===== config.mk =====
export PLATFORM = sky130hd
export DESIGN_NAME = pixel_receiver
export DESIGN_NICKNAME = d
export VERILOG_FILES = /design/src/rtl/pixel_receiver.sv
export SDC_FILE = /design/constraint.sdc
export NUM_CORES = 1
export LEC_CHECK = 0
export ABC_AREA = 1
export BUFFER_PORTS_ARGS = -buffer_cell sky130_fd_sc_hd__buf_2
export CORE_AREA = 2 2 101 103
export CTS_BUF_LIST = sky130_fd_sc_hd__clkbuf_16
export DETAILED_ROUTE_END_ITERATION = 7
export DIE_AREA = 0 0 103 105
export HOLD_SLACK_MARGIN = 0.05
export SLEW_MARGIN = 25
export SYNTH_ARGS = -nofsm -noshare
export SYNTH_HDL_FRONTEND = slang
export SYNTH_SLANG_ARGS = --single-unit

===== constraint.sdc =====
create_clock -name clk -period 2.8 [get_ports clk]
set_input_delay 0 -clock clk [delete_from_list [all_inputs] [get_ports clk]]
set_output_delay 0 -clock clk [all_outputs]
set_load 0.1 [all_outputs]

===== src/rtl/pixel_receiver.sv =====
// One-wire pixel stream decoder: pulse-width bit decode, 24-bit pixel handshake, frame latch detect.
// Optional cascade passthrough on dout when PIXEL_RX_PASSTHRU_EN is defined.
module pixel_receiver #(
    parameter int BIT_THRESH   = 10,
    parameter int MIN_HIGH     = 3,
    parameter int MAX_HIGH     = 30,
    parameter int LATCH_CYCLES = 800
) (
    input  logic        clk,
    input  logic        rst,
    input  logic        din,
    output logic [23:0] color,
    output logic        valid,
    input  logic        ready,
    output logic        frame_end,
    output logic [8:0]  px_count,
    output logic        overflow,
    output logic        err,
    output logic        dout
);

    localparam int CNT_MAX = (LATCH_CYCLES > MAX_HIGH) ? LATCH_CYCLES : MAX_HIGH;
    localparam int CW      = $clog2(CNT_MAX + 1);

    // The counter is cleared on state entry, so it holds (elapsed cycles - 1) at each decision.
    localparam logic [CW-1:0] K_MIN   = CW'(MIN_HIGH - 1);
    localparam logic [CW-1:0] K_BIT   = CW'(BIT_THRESH - 1);
    localparam logic [CW-1:0] K_ERR   = CW'(MAX_HIGH - 1);
    localparam logic [CW-1:0] K_LATCH = CW'(LATCH_CYCLES - 1);

    typedef enum logic [1:0] {
        S_IDLE,
        S_HIGH,
        S_LOW,
        S_ERR
    } state_t;

    state_t        r_state;
    state_t        w_state_next;
    logic [CW-1:0] r_cnt;
    logic [CW-1:0] w_cnt_next;

    logic          r_sync1;
    logic          r_s;
    logic          r_s_d;
    logic          w_rise;

    logic          w_bit_en;
    logic          w_bit_val;
    logic          w_latch;
    logic          w_hi_err;

    logic [4:0]    r_bitcnt;
    logic [22:0]   r_shift;
    logic [23:0]   w_pixel;
    logic          w_last;
    logic          w_pixel_done;
    logic          w_load;

    logic [23:0]   r_color;
    logic          r_valid;
    logic          r_frame_end;
    logic [8:0]    r_px_count;
    logic          r_overflow;
    logic          r_err;

    always_ff @(posedge clk or posedge rst) begin
        if (rst) begin
            r_sync1 <= 1'b0;
            r_s     <= 1'b0;
            r_s_d   <= 1'b0;
        end else begin
            r_sync1 <= din;
            r_s     <= r_sync1;
            r_s_d   <= r_s;
        end
    end

    assign w_rise = r_s & ~r_s_d;

    always_ff @(posedge clk or posedge rst) begin
        if (rst) begin
            r_state <= S_IDLE;
            r_cnt   <= '0;
        end else begin
            r_state <= w_state_next;
            r_cnt   <= w_cnt_next;
        end
    end

    always_comb begin
        w_state_next = r_state;
        w_cnt_next   = r_cnt;
        w_bit_en     = 1'b0;
        w_bit_val    = 1'b0;
        w_latch      = 1'b0;
        w_hi_err     = 1'b0;
        case (r_state)
            S_IDLE: begin
                if (w_rise) begin
                    w_state_next = S_HIGH;
                    w_cnt_next   = '0;
                end
            end
            S_HIGH: begin
                if (r_cnt >= K_ERR) begin
                    w_hi_err     = 1'b1;
                    w_state_next = S_ERR;
                    w_cnt_next   = '0;
                end else if (!r_s) begin
                    w_state_next = S_LOW;
                    w_cnt_next   = '0;
                    if (r_cnt >= K_MIN) begin
                        w_bit_en  = 1'b1;
                        w_bit_val = (r_cnt >= K_BIT);
                    end
                end else begin
                    w_cnt_next = r_cnt + CW'(1);
                end
            end
            S_LOW: begin
                if (r_s) begin
                    w_state_next = S_HIGH;
                    w_cnt_next   = '0;
                end else if (r_cnt >= K_LATCH) begin
                    w_latch      = 1'b1;
                    w_state_next = S_IDLE;
                    w_cnt_next   = '0;
                end else begin
                    w_cnt_next = r_cnt + CW'(1);
                end
            end
            S_ERR: begin
                if (r_s) begin
                    w_cnt_next = '0;
                end else if (r_cnt >= K_LATCH) begin
                    w_state_next = S_IDLE;
                    w_cnt_next   = '0;
                end else begin
                    w_cnt_next = r_cnt + CW'(1);
                end
            end
            default: begin
                w_state_next = S_IDLE;
                w_cnt_next   = '0;
            end
        endcase
    end

    assign w_pixel      = {r_shift, w_bit_val};
    assign w_last       = (r_bitcnt == 5'd23);
    assign w_pixel_done = w_bit_en & w_last;
    assign w_load       = w_pixel_done & (~r_valid | ready);

    always_ff @(posedge clk or posedge rst) begin
        if (rst) begin
            r_bitcnt    <= '0;
            r_shift     <= '0;
            r_color     <= '0;
            r_valid     <= 1'b0;
            r_frame_end <= 1'b0;
            r_px_count  <= '0;
            r_overflow  <= 1'b0;
            r_err       <= 1'b0;
        end else begin
            r_frame_end <= w_latch;
            r_err       <= w_hi_err | (w_latch & (r_bitcnt != 5'd0));
            r_overflow  <= w_pixel_done & ~w_load;

            if (w_latch || w_hi_err) begin
                r_bitcnt <= '0;
            end else if (w_bit_en) begin
                r_bitcnt <= w_last ? 5'd0 : r_bitcnt + 5'd1;
            end

            if (w_bit_en) begin
                r_shift <= w_pixel[22:0];
            end

            // A fresh load wins over a same-cycle handshake so valid stays up with the new pixel.
            if (w_load) begin
                r_color <= w_pixel;
                r_valid <= 1'b1;
            end else if (r_valid && ready) begin
                r_valid <= 1'b0;
            end

            if (w_latch) begin
                r_px_count <= '0;
            end else if (w_pixel_done && r_px_count != 9'd511) begin
                r_px_count <= r_px_count + 9'd1;
            end
        end
    end

    assign color     = r_color;
    assign valid     = r_valid;
    assign frame_end = r_frame_end;
    assign px_count  = r_px_count;
    assign overflow  = r_overflow;
    assign err       = r_err;

`ifdef PIXEL_RX_PASSTHRU_EN
    logic r_pass;
    logic r_dout;

    always_ff @(posedge clk or posedge rst) begin
        if (rst) begin
            r_pass <= 1'b0;
            r_dout <= 1'b0;
        end else begin
            if (w_latch) begin
                r_pass <= 1'b0;
            end else if (w_pixel_done) begin
                r_pass <= 1'b1;
            end
            r_dout <= r_pass & r_s;
        end
    end

    assign dout = r_dout;
`else
    assign dout = 1'b0;
`endif

endmodule


==> reports/results.ini <==
[status]
status = finished clean

[pwr]
vdd_ir_drop_max_mv = 0.273
sw_frac_of_total = 0.298
clockPowerShare = 0.392
power.internal_mw = 1.96
power_frac_seq = 0.448
combPwrFrac = 0.160
p_per_area_mw_per_mm2 = 638
power_switching_uw = 831
p_leak_nw = 2.24

[placement]
place_ws_ps = 709
place_inst = 576
dpl.hpwl_um = 4860
globalplace.congestion = 0.744
io_buffers = 40

[clocking]
cts_tree = yes
clkSlewWorstSetupHoldPaths_ps = 60
cts_made_buffers = 9
clockBufferDepth = 2
worst_skew_pair.late_latency_ps = 340
cts_sinks = 80
cts_max_level = 3
cts_resized = 0
clockRootBuffer = clkbuf_16

[yosys]
ys.flop_type = dfrtp_1
synth.avg_cell_area_um2 = 9.10
muxShareOfSynthArea = 0
ys_types = 32
netlist_area_mm2 = 0.00374
synth_seq_area_share = 0.535
post-synth-top-area-cell = dfrtp_1
synth-compound-area-share = 0.109
synth_xor_area_frac = 0.0258
synth_top_area_frac = 0.535
yosys.area_share.simple = 0.221
synth_top_family_by_area = simple AND/OR/NAND/NOR gates
ys.warnings.count = 0
netlist_top_cells_area = dfrtp_1 (54%), nand2_1 (11%), inv_1 (5.4%)
ys_async_sr_fraction = 1.00
yosys.area_share.adder = 0.0268
ys_ff_latch = 80
synthCells = 411
synth_nets = 423
synth-edff-count = 0

[floorplanning]
std_cell_rows = 36
io_pins = 42
die_area_mm2 = 0.0108
dieHeight_um = 105
core-area_mm2 = 0.00964
die_width_um = 103
start_util = 0.388

[drt]
num_vias = 2762
drt_first_pass_iters = 4
drc = 0
avgViaCountPerCell = 4.64
ant_nets = 0
routedWlPerCell_um = 11.9
wl_um = 7080
drt_iter0_drc = 80

[setup_path]
worstPathRequired_ps = 3070
crit_type = reg -> reg
cp_max_fo = 42
end_kind = flip-flop
reg2regPathDepth = 11
arrival_ps = 2340
setup.worst_path.start_class = flip-flop

[timing]
fin_crit_ps = 2070
fin_crit_sh = 0.738
finalSetupTns_ps = 0
final_max_slew_viol_count = 0
fin_ws_ps = 735
setup_viol = 0
slew-limit-headroom = 0.442
worst_pin_slew_ps = 836
rsz0062_at_grt = no
max_freq_ghz = 0.484
finalClockSkew_ps = 7.35
finalHoldViolCount = 0

[final_layout]
drive_gt1_frac = 0.214
n_antenna_cell = 0
nets = 469
layout_common_cells = nand2_1 (108), dfrtp_1 (80), inv_1 (53)
syn2layout_area_growth_pct = 16.8
layout_commonest_cell = nand2_1
layout.cells.non_filler = 595

[global_routing]
gr-total-overflow = 0
grt_pass1_wl_um = 12400
grt_pass1_vias = 2690
track_usage = 0.145
grt_start_max_net_pins = 49
antenna_found_initial = 0

[hold_path]
min_path_cells = 2
hold_path_class = in -> reg

[flow_run]
cap_viol_max_count = 0

==> repair_timing <==
| action | CTS | global route |
|---|---|---|
| hold endpoints to repair | 50 | 0 |
| hold buffers | 3 | 0 |
| buffers inserted | 0 | 0 |
| endpoints found under the setup margin | 0 | 0 |
==> critical path, stage by stage, from the launching register on <==
cell	delay [ps]
dfrtp_1	380
inv_1	100
ha_1	210
nand2_1	70
nand2_1	90
nand2_1	90
nand2_2	70
nor2_4	140
nand3_4	430
inv_2	290
nand2_1	80
nand2_1	60
==> per-stage QoR <==
stage               hold slack, ps  utilization  area [um2]  power (mW)
CTS                            300        0.453        4370        2.82
detailed placement             111        0.421        4060        1.72
global placement               110        0.421        4060        1.70
global route                   328        0.453        4370        2.95
finish                         311        0.453        4370        2.79
floorplan                     31.4            -        3740        1.62
==> power by group through the flow <==
stage | Clock (mW) | Combinational (mW) | Sequential (mW)
CTS | 1.12 | 0.453 | 1.25
detailed placement | 0 | 0.446 | 1.27
floorplan | 0 | 0.357 | 1.26
global placement | 0 | 0.433 | 1.27
global route | 1.17 | 0.519 | 1.26
finish | 1.09 | 0.447 | 1.25
==> synth_stat cells, types with 2 or more instances <==
cell type,number
xnor2_1,2
nand3_2,2
inv_1,54
ha_1,8
buf_2,4
dfrtp_1,80
nor2_2,3
buf_6,5
o22ai_1,5
a21oi_1,4
nor3_1,4
inv_2,2
or2_2,2
nand2_2,4
nand3_1,32
nor2_1,13
o21ai_0,35
nand4_1,3
nand2_1,108
xor2_1,9
nand3_4,2
o21ai_2,17
nor2_4,4
==> per-layer routing <==
metal | global-route usage | vias to the layer above | routed length (um)
met2 | 0.238 | 38 | 3380
li1 | - | 1402 | -
met1 | 0.185 | 1311 | 3360
met5 | 0 | - | 0
met3 | 0.0355 | 11 | 241
met4 | 0.0479 | 0 | 99
==> kinds of logic (layout without fill, tap and decap cells) <==
kind of cell               Yosys count  in the layout
buffers and inverters               68            119
other                                1              1
AOI/OAI and AO/OA                   64             64
adders and majority gates            8              8
and+or+nand+nor                    179            179
DFF                                 80             80
xor gates and xnor gates            11             11
==> sequential cells by signal (all words and copies together) (netlist names) <==
name / flops
err: 1
r_bitcnt: 5
color: 24
px_count: 9
r_s: 1
r_state: 2
r_shift: 23
valid: 1
overflow: 1
r_sync1: 1
r_cnt: 10
r_s_d: 1
frame_end: 1
==> worst paths after layout <==
kind / from / to / slack (ps)
max in group asynchronous: rst / r_shift[11] / 1810
worst max register to register: r_cnt[1] / color[6] / 730
worst min-delay path: din / r_sync1 / 310
worst min register to register: r_sync1 / r_s / 350
min in group asynchronous: rst / color[0] / 350
worst max-delay path: r_cnt[1] / color[6] / 730
==> layout make-up <==
cell class / instances / area (um2)
Clock buffer: 9 / 225
Clock inverter: 7 / 56.3
Fill cell: 970 / 5270
Inverter: 56 / 211
Multi-Input combinational cell: 263 / 1440
Sequential cell: 80 / 2000
Tap cell: 133 / 166
Timing Repair Buffer: 47 / 273
Power figures use the tool's default switching activity.
